$ cat src/rtl/dice_roll_display.sv
// Dice roll front-end: debounced button gesture, roll/settle/show FSM,
// pip-face decode, saturating capture counter and sticky illegal-value flag.
module dice_roll_display #(
  parameter int unsigned DEBOUNCE_CYCLES = 16,
  parameter int unsigned SETTLE_CYCLES   = 8,
  parameter int unsigned CNT_W           = 8
) (
  input  logic             Clock,
  input  logic             Reset,
  input  logic             Button,
  input  logic [2:0]       DiceValue,
  output logic [6:0]       Pips,
  output logic [2:0]       Result,
  output logic             ResultValid,
  output logic [CNT_W-1:0] RollCount,
  output logic             Error
);

  localparam int unsigned DB_W = $clog2(DEBOUNCE_CYCLES + 1);
  localparam int unsigned ST_W = $clog2(SETTLE_CYCLES + 1);
  localparam logic [DB_W-1:0] DB_LAST = DB_W'(DEBOUNCE_CYCLES - 1);
  localparam logic [ST_W-1:0] ST_LAST = ST_W'(SETTLE_CYCLES - 1);

  typedef enum logic [2:0] {
    S_IDLE,
    S_ROLLING,
    S_SETTLE,
    S_SHOW,
    S_ERR
  } state_t;

  function automatic logic [6:0] decode(input logic [2:0] v);
    case (v)
      3'd1:    decode = 7'b0001000;
      3'd2:    decode = 7'b1000001;
      3'd3:    decode = 7'b1001001;
      3'd4:    decode = 7'b1100011;
      3'd5:    decode = 7'b1101011;
      3'd6:    decode = 7'b1110111;
      default: decode = 7'b0000000;
    endcase
  endfunction

  logic            sync1_q, btn_s_q, db_level_q, rise_q, fall_q;
  logic [DB_W-1:0] db_cnt_q;

  always_ff @(posedge Clock) begin
    if (Reset) begin
      sync1_q    <= 1'b0;
      btn_s_q    <= 1'b0;
      db_level_q <= 1'b0;
      db_cnt_q   <= '0;
      rise_q     <= 1'b0;
      fall_q     <= 1'b0;
    end else begin
      sync1_q <= Button;
      btn_s_q <= sync1_q;
      rise_q  <= 1'b0;
      fall_q  <= 1'b0;
      if (btn_s_q == db_level_q) begin
        db_cnt_q <= '0;
      end else if (db_cnt_q == DB_LAST) begin
        db_level_q <= ~db_level_q;
        db_cnt_q   <= '0;
        rise_q     <= ~db_level_q;
        fall_q     <= db_level_q;
      end else begin
        db_cnt_q <= db_cnt_q + DB_W'(1);
      end
    end
  end

  state_t           state_q, state_d;
  logic [ST_W-1:0]  settle_q, settle_d;
  logic [2:0]       result_q, result_d;
  logic [CNT_W-1:0] count_q, count_d;
  logic             error_q, error_d;
  logic [6:0]       pips_q, pips_d;
  logic             illegal;

  assign illegal = (DiceValue == 3'd0) || (DiceValue == 3'd7);

  always_comb begin
    state_d  = state_q;
    settle_d = settle_q;
    result_d = result_q;
    count_d  = count_q;
    error_d  = error_q;
    case (state_q)
      S_IDLE:    if (rise_q) state_d = S_ROLLING;
      S_ROLLING: begin
        // Illegal input wins over a release in the same cycle.
        if (illegal) begin
          state_d = S_ERR;
          error_d = 1'b1;
        end else if (fall_q) begin
          state_d  = S_SETTLE;
          settle_d = '0;
        end
      end
      S_SETTLE: begin
        if (illegal) begin
          state_d = S_ERR;
          error_d = 1'b1;
        end else if (settle_q == ST_LAST) begin
          result_d = DiceValue;
          if (count_q != '1) count_d = count_q + CNT_W'(1);
          state_d = S_SHOW;
        end else begin
          settle_d = settle_q + ST_W'(1);
        end
      end
      S_SHOW:  if (rise_q) state_d = S_ROLLING;
      S_ERR:   state_d = S_ERR;
      default: state_d = S_IDLE;
    endcase

    // Pips are registered off the next state so the face matches the state it enters.
    case (state_d)
      S_ROLLING, S_SETTLE: pips_d = decode(DiceValue);
      S_SHOW:              pips_d = decode(result_d);
      S_ERR:               pips_d = 7'h7F;
      default:             pips_d = 7'h00;
    endcase
  end

  always_ff @(posedge Clock) begin
    if (Reset) begin
      state_q  <= S_IDLE;
      settle_q <= '0;
      result_q <= '0;
      count_q  <= '0;
      error_q  <= 1'b0;
      pips_q   <= '0;
    end else begin
      state_q  <= state_d;
      settle_q <= settle_d;
      result_q <= result_d;
      count_q  <= count_d;
      error_q  <= error_d;
      pips_q   <= pips_d;
    end
  end

  assign Pips        = pips_q;
  assign Result      = result_q;
  assign ResultValid = (state_q == S_SHOW);
  assign RollCount   = count_q;
  assign Error       = error_q;

endmodule

$ cat config.mk
export PLATFORM = sky130hd
export DESIGN_NAME = dice_roll_display
export DESIGN_NICKNAME = d
export VERILOG_FILES = /design/src/rtl/dice_roll_display.sv
export SDC_FILE = /design/constraint.sdc
export NUM_CORES = 1
export LEC_CHECK = 0
export ABC_AREA = 1
export BUFFER_PORTS_ARGS = -buffer_cell sky130_fd_sc_hd__clkbuf_2
export CORE_AREA = 2 2 64 66
export CTS_CLUSTER_SIZE = 40
export DETAILED_ROUTE_END_ITERATION = 7
export DIE_AREA = 0 0 66 68
export PLACE_DENSITY_LB_ADDON = 0.15
export SETUP_SLACK_MARGIN = 0.15
export SYNTH_ARGS = -nofsm -noshare
export SYNTH_HDL_FRONTEND = slang
export SYNTH_SLANG_ARGS = --single-unit
$ cat constraint.sdc
create_clock -name Clock -period 3.86 [get_ports Clock]
set_input_delay 0.772 -clock Clock [delete_from_list [all_inputs] [get_ports Clock]]
set_output_delay 0.772 -clock Clock [all_outputs]
set_load 0.02 [all_outputs]
* Yosys cells after proc, flatten, opt, wreduce, memory -nomap -nowiden *
Index checks and enable logic that the tools add are counted.

word-level totals
  register bits after elaboration = 36
  bits of input ports = 6
  output and inout bits = 20

cells by class
  add/sub/neg operators = 3
  equal/unequal tests = 29
  multiplexer cells = 17
  bitwise operators = 4
  reduce and logical (&&, ||, !) cells = 13

operators with widths
  operator                                                         count
  7-bit case mux with 6 select lines                               2
  3-bit == test, second input constant                             9
  3-bit by 2-bit == test with 1-bit output, second input constant  8
  3-bit two-way mux                                                8
  7-bit case mux with 3 select lines                               1
  4-bit two-way mux                                                4
  3-bit by 1-bit == test with 1-bit output, second input constant  4
  3-bit case mux with 4 select lines                               1
  8-bit by 1-bit adder with 8-bit output, second input constant    1
  2-bit != test, second input constant                             4
  8-bit != test, second input constant                             1
  4-bit case mux with 2 select lines                               1
  3-bit zero test                                                  2
  2-bit OR reduction                                               3
  3-bit OR reduction                                               2
  5-bit by 1-bit adder with 5-bit output, second input constant    1
  5-bit by 4-bit == test with 1-bit output, second input constant  1
  5-bit AND reduction                                              1
  4-bit by 1-bit adder with 4-bit output, second input constant    1
  4-bit by 3-bit == test with 1-bit output, second input constant  1
  1-bit inverter                                                   4
  2-bit AND reduction                                              2
  4-bit AND reduction                                              1
  2-bit nonzero test                                               1
  other kinds (2)                                                  2

* Logic depth before layout (Yosys ltp) *
  depth in word-level cells = 7
  depth in mapped cells = 12

* Worst setup path after synthesis *
Ideal clock, no wire load.

  kind = input -> register
  start point = in DiceValue[2]
  end point = reg pips_q[0] (netlist: Pips[0])
  setup time = 0.109 ns
  arrival time = 1.594 ns
  data required time = 3.751 ns
  path slack = 2.157 ns
  stages on the path = 10
  cell sequence = o21ai_2 nand2_4 nand2_4 nand3_1 nand2_1 nand2_2 nand2_1 nand3_1 nand2_1 inv_1

on the way
  longest elaborated chain between the ends = 7
  elaborated cells on any way between the ends = 29
  those cells by class = eq/ne: 17; mux: 9; reduce/logical: 3

ends and longest elaborated chain
  what                                                                      line     text
  start: declaration                                                        11       input logic [2:0] DiceValue,
  3-bit == test or 3-bit zero test (tied branches)                          81       assign illegal = (DiceValue == 3'd0) || (DiceValue == 3'd7);
  1-bit logical OR                                                          81
  3-bit two-way mux (on tied branches)                                      102, 93
  3-bit two-way mux or 3-bit case mux with 4 select lines (tied branches)   89       case (state_q)
  3-bit == test, or another cell as far along                               33       case (v)
  7-bit case mux with 6 select lines or 2-bit OR reduction (tied branches)  33, 119
  7-bit case mux with 3 select lines *                                      119      case (state_d)
  end signal: assignment                                                    141      pips_q <= pips_d;
  end: declaration                                                          78       logic [6:0] pips_q, pips_d;

Every way passes the cells marked *; elsewhere a longest branch is shown, timed or not.
A chain may end at the register's enable or synchronous reset.

* Worst setup path in the final report *
  start point = reg state_q[0]
  end point = out ResultValid

on the way
  longest elaborated chain between the ends = 1

ends and longest elaborated chain
  what                                      line  text
  start: declaration                        73    state_t state_q, state_d;
  start signal: assignment                  136   state_q <= state_d;
  3-bit by 2-bit == test with 1-bit output  147   assign ResultValid = (state_q == S_SHOW);
  end: declaration                          14    output logic ResultValid,

Every way passes these cells.

==> results.md <==
* Placement Cell Area at 1794 um^2
* Synthesized area at 1644 um^2
* Post-Route WL at 3.172 mm
* Worst min-delay path class: register to register
* Critical Path Source Type: register
* Crit share post-route at 48.95%
* CTS resizes at 0
* Setup CP Type: register to output pin
* Max Cap Violations at 0
* Syn. warnings at 0
* R2R Path End: Pips[0]
* Layout cell share with drive strength beyond 1 at 22.35%
* Status: complete, no violations
* Global placer's final weighted congestion at 0.7752
* Via density per instance at 4.610
* Reg2Reg Launch Point: settle_q[0]
* Hold endpoint: btn_s_q
* H-tree levels at 2
* Initial DRC Count at 67
* Post-Syn Instances at 228
* Register area share after synthesis at 40.18%
* Clock-pin transition on the worst setup and hold timing paths at 70 ps
* Int Pwr at 558.4 uW
* Die area at 4488 um^2
* Pins Over Slew Limit at 0
* Hold wc startpoint: sync1_q
* RSZ-0062 raised after global routing: no
* Hold Violations, Final at 0
* Multiplexer area fraction after synthesis at 0%
* Combinational power share at 3.2%
* CTS tree: built
* Wire per inst at 10.40 um
* DRT Pass-1 Iters at 4
* Register share of total power at 48.5%
* Setup violators final at 0
* Switching power at 147.1 uW
* Compound-Gate Fraction of Synth Area at 10.43%
* N_diodes at 0
* Post-DP HPWL at 2.273 mm
* Number of buffers created by CTS at 5
* Clock power frac at 48.3%
* Fin area at 1911 um^2
* Worst Skew at 7.590 ps
* Port bufs at 25
* Worst Path Required at 3090 ps
* Clock Path Buffers at 2
* Initial Util at 42.63%
* Syn avg cell area at 7.211 um^2
* Core Rows at 23
* Data arrival, critical path at 1120 ps
* Net switching fraction of the power at 20.85%
* Hold-fix buffers at CTS at 0
* Leak at 0.8746 nW
* Number of post-CTS setup repair buffers at 0
* PD cells at 369.3 nW/um^2
* Global routing usage on met2 at 26.77%
* Max_slew headroom at 67.38%
* Xor/xnor share of the synthesized area at 1.598%
* M1 GR Usage at 19.70%
* Crit-path max FO at 5
* Initial antenna violation count at 0
* Antenna Nets Post-Route at 0
* Setup TNS at 0 ps
* Max VDD drop at 247.1 uV
* Slowest stage cell, crit path: dfxtp_1
* Synth Net Count at 238
* Die span in y at 68 um
* Crit path cell chain: nand2_1 -> nor2_1 -> clkbuf_2
* Die width at 66 um
* Worst Max-Slew Pin Slew at 489.3 ps
* Syn-to-layout area delta at 16.21%
* #FFs+latches synth at 33
* Skew-Pair Late Insertion Delay at 290 ps
* Worst R2R Setup Slack at 2110 ps
* Residual DRC at 0
* Power, Total at 705.5 uW
* Vias in the first global route at 1,294
* Nets at 264
* Remaining global-route overflow at 0
* Via count at 1,406
* Fmax at 0.5292 GHz
* Layer carrying the most global-route usage: met2
* Largest net degree at the start of global routing at 17
* Cell family with most CP delay: flip-flops
* Core area at 3856 um^2
* M3 GR Usage at 5.428%
* Hold depth at 2
* Buf/Inv on CP at 1
* Root Driver: clkbuf_8
* Largest family of logic cells by synthesized area: simple AND/OR/NAND/NOR gates
* Num ports at 26
* Crit-path max cell delay at 440 ps
* Gr usage total at 16.21%
* Min Tclk post-route at 1890 ps
* Critical path capture point type: output pin
* Clock Sinks at 33
* Path depth of the worst reg2reg path at 10
* First-pass GRT wire length at 5.485 mm
* Library cells used by synthesis at 31
* Fillers at 408
* Post-Synth Adder-Cell Area at 3.044%
* Simple logic cell fraction of the synthesized area at 33.64%
[sequential cells by signal (all words and copies together), names as in the netlist, 3 cells and up]
signal and flops:
Pips 4, Result 3, RollCount 8, db_cnt_q 5, settle_q 4, state_q 3
[through the flow]
stage | hold WS (ps) | util, % | setup WS [ps] | instances
after floorplan | 388.3 | - | 2157 | 228
after global placement | 390.2 | 46.53 | 1827 | 297
after detailed placement | 395.3 | 46.53 | 1839 | 297
after CTS | 405.0 | 49.55 | 1959 | 305
after global routing | 428.4 | 49.55 | 1907 | 305
final | 401.3 | 49.55 | 1970 | 305
[layout make-up]
| type | count | area [um^2] | area share [%] |
|---|---|---|---|
| Tap cell | 50 | 62.56 | 3.274 |
| Timing Repair Buffer | 25 | 125.1 | 6.549 |
| Sequential cell | 33 | 660.6 | 34.58 |
| Inverter | 38 | 145.1 | 7.597 |
| Multi-Input combinational cell | 151 | 800.8 | 41.91 |
| Clock buffer | 7 | 86.33 | 4.519 |
| Clock inverter | 1 | 30.03 | 1.572 |
[power by group through the flow]
stage / logic (mW) / registers [mW] / clock network [mW]
global placement: 0.0223 / 0.350 / 0
global route: 0.0254 / 0.342 / 0.364
finish: 0.0226 / 0.342 / 0.341
floorplan: 0.0154 / 0.350 / 0
CTS: 0.0227 / 0.342 / 0.351
detailed placement: 0.0226 / 0.350 / 0
[cell families (layout without fill, tap and decap cells)]
group           count (synthesis)  in the layout
compound gates                 28             28
xor+xnor                        3              3
fa+ha+maj                       4              4
buf+inv                        44             71
flops                          33             33
simple gates                  116            116
[per-layer routing]
layer | share of wire [%] | routed length (um)
met1 | 50 | 1579
met2 | 44 | 1402
met3 | 4.8 | 151
met4 | 1.2 | 39
met5 | 0 | 0
[worst max-delay path by stage]
| stage | start | to | slack (ps) | cells past startpoint |
|---|---|---|---|---|
| final | state_q[0] | ResultValid | 1970 | 3 |
| after global routing | state_q[0] | ResultValid | 1910 | 3 |
| after global placement | DiceValue[2] | Pips[0] | 1830 | 11 |
| after floorplan | DiceValue[2] | Pips[0] | 2160 | 10 |
| after detailed placement | DiceValue[2] | Pips[0] | 1840 | 11 |
| after CTS | state_q[0] | ResultValid | 1960 | 3 |
[cell usage in the layout, fill, tap and decap left out, types with 4 or more instances in the layout]
cell / count
nand3_1: 19
a21oi_1: 13
nand2_1: 40
nor3_1: 6
inv_1: 32
inv_2: 5
clkbuf_2: 25
clkbuf_8: 6
nor2_1: 32
o21ai_0: 6
dfxtp_1: 33
nand2_2: 7
ha_1: 4
[cell usage after synthesis]
library cell  count  area [um^2]
o21ai_2           2        17.52
nand2_4           2        22.52
inv_2             5        18.77
ha_1              4        50.05
nand2_1          40        150.1
dfxtp_1          33        660.6
inv_1            32        120.1
o21ai_1           2        10.01
nor2_1           32        120.1
a21oi_1          13        65.06
nand3_4           1        17.52
clkbuf_1          2        7.510
nor4_1            1        6.260
o211ai_1          1        7.510
inv_4             1        6.260
nor2_4            2        22.52
nand2_2           7        43.79
xnor2_1           2        17.52
nor3_1            6        30.03
o21ai_4           1        16.27
a21oi_2           2        17.52
nor4b_1           1        8.760
buf_4             4        30.03
nand4_1           2        12.51
o21ai_0           6        30.03
nand3_1          19        95.09
o21a_1            1        7.510
nor2_2            1        6.260
nand3_2           1        10.01
xor2_1            1        8.760
nor3b_1           1        7.510
[tightest hold or removal path: cells and delay by family (launching register included)]
family | cells | cell delay [ps]
buf+inv | 1 | 40
flops | 1 | 300
simple gates | 1 | 30
(Power assumes the default switching activity.)
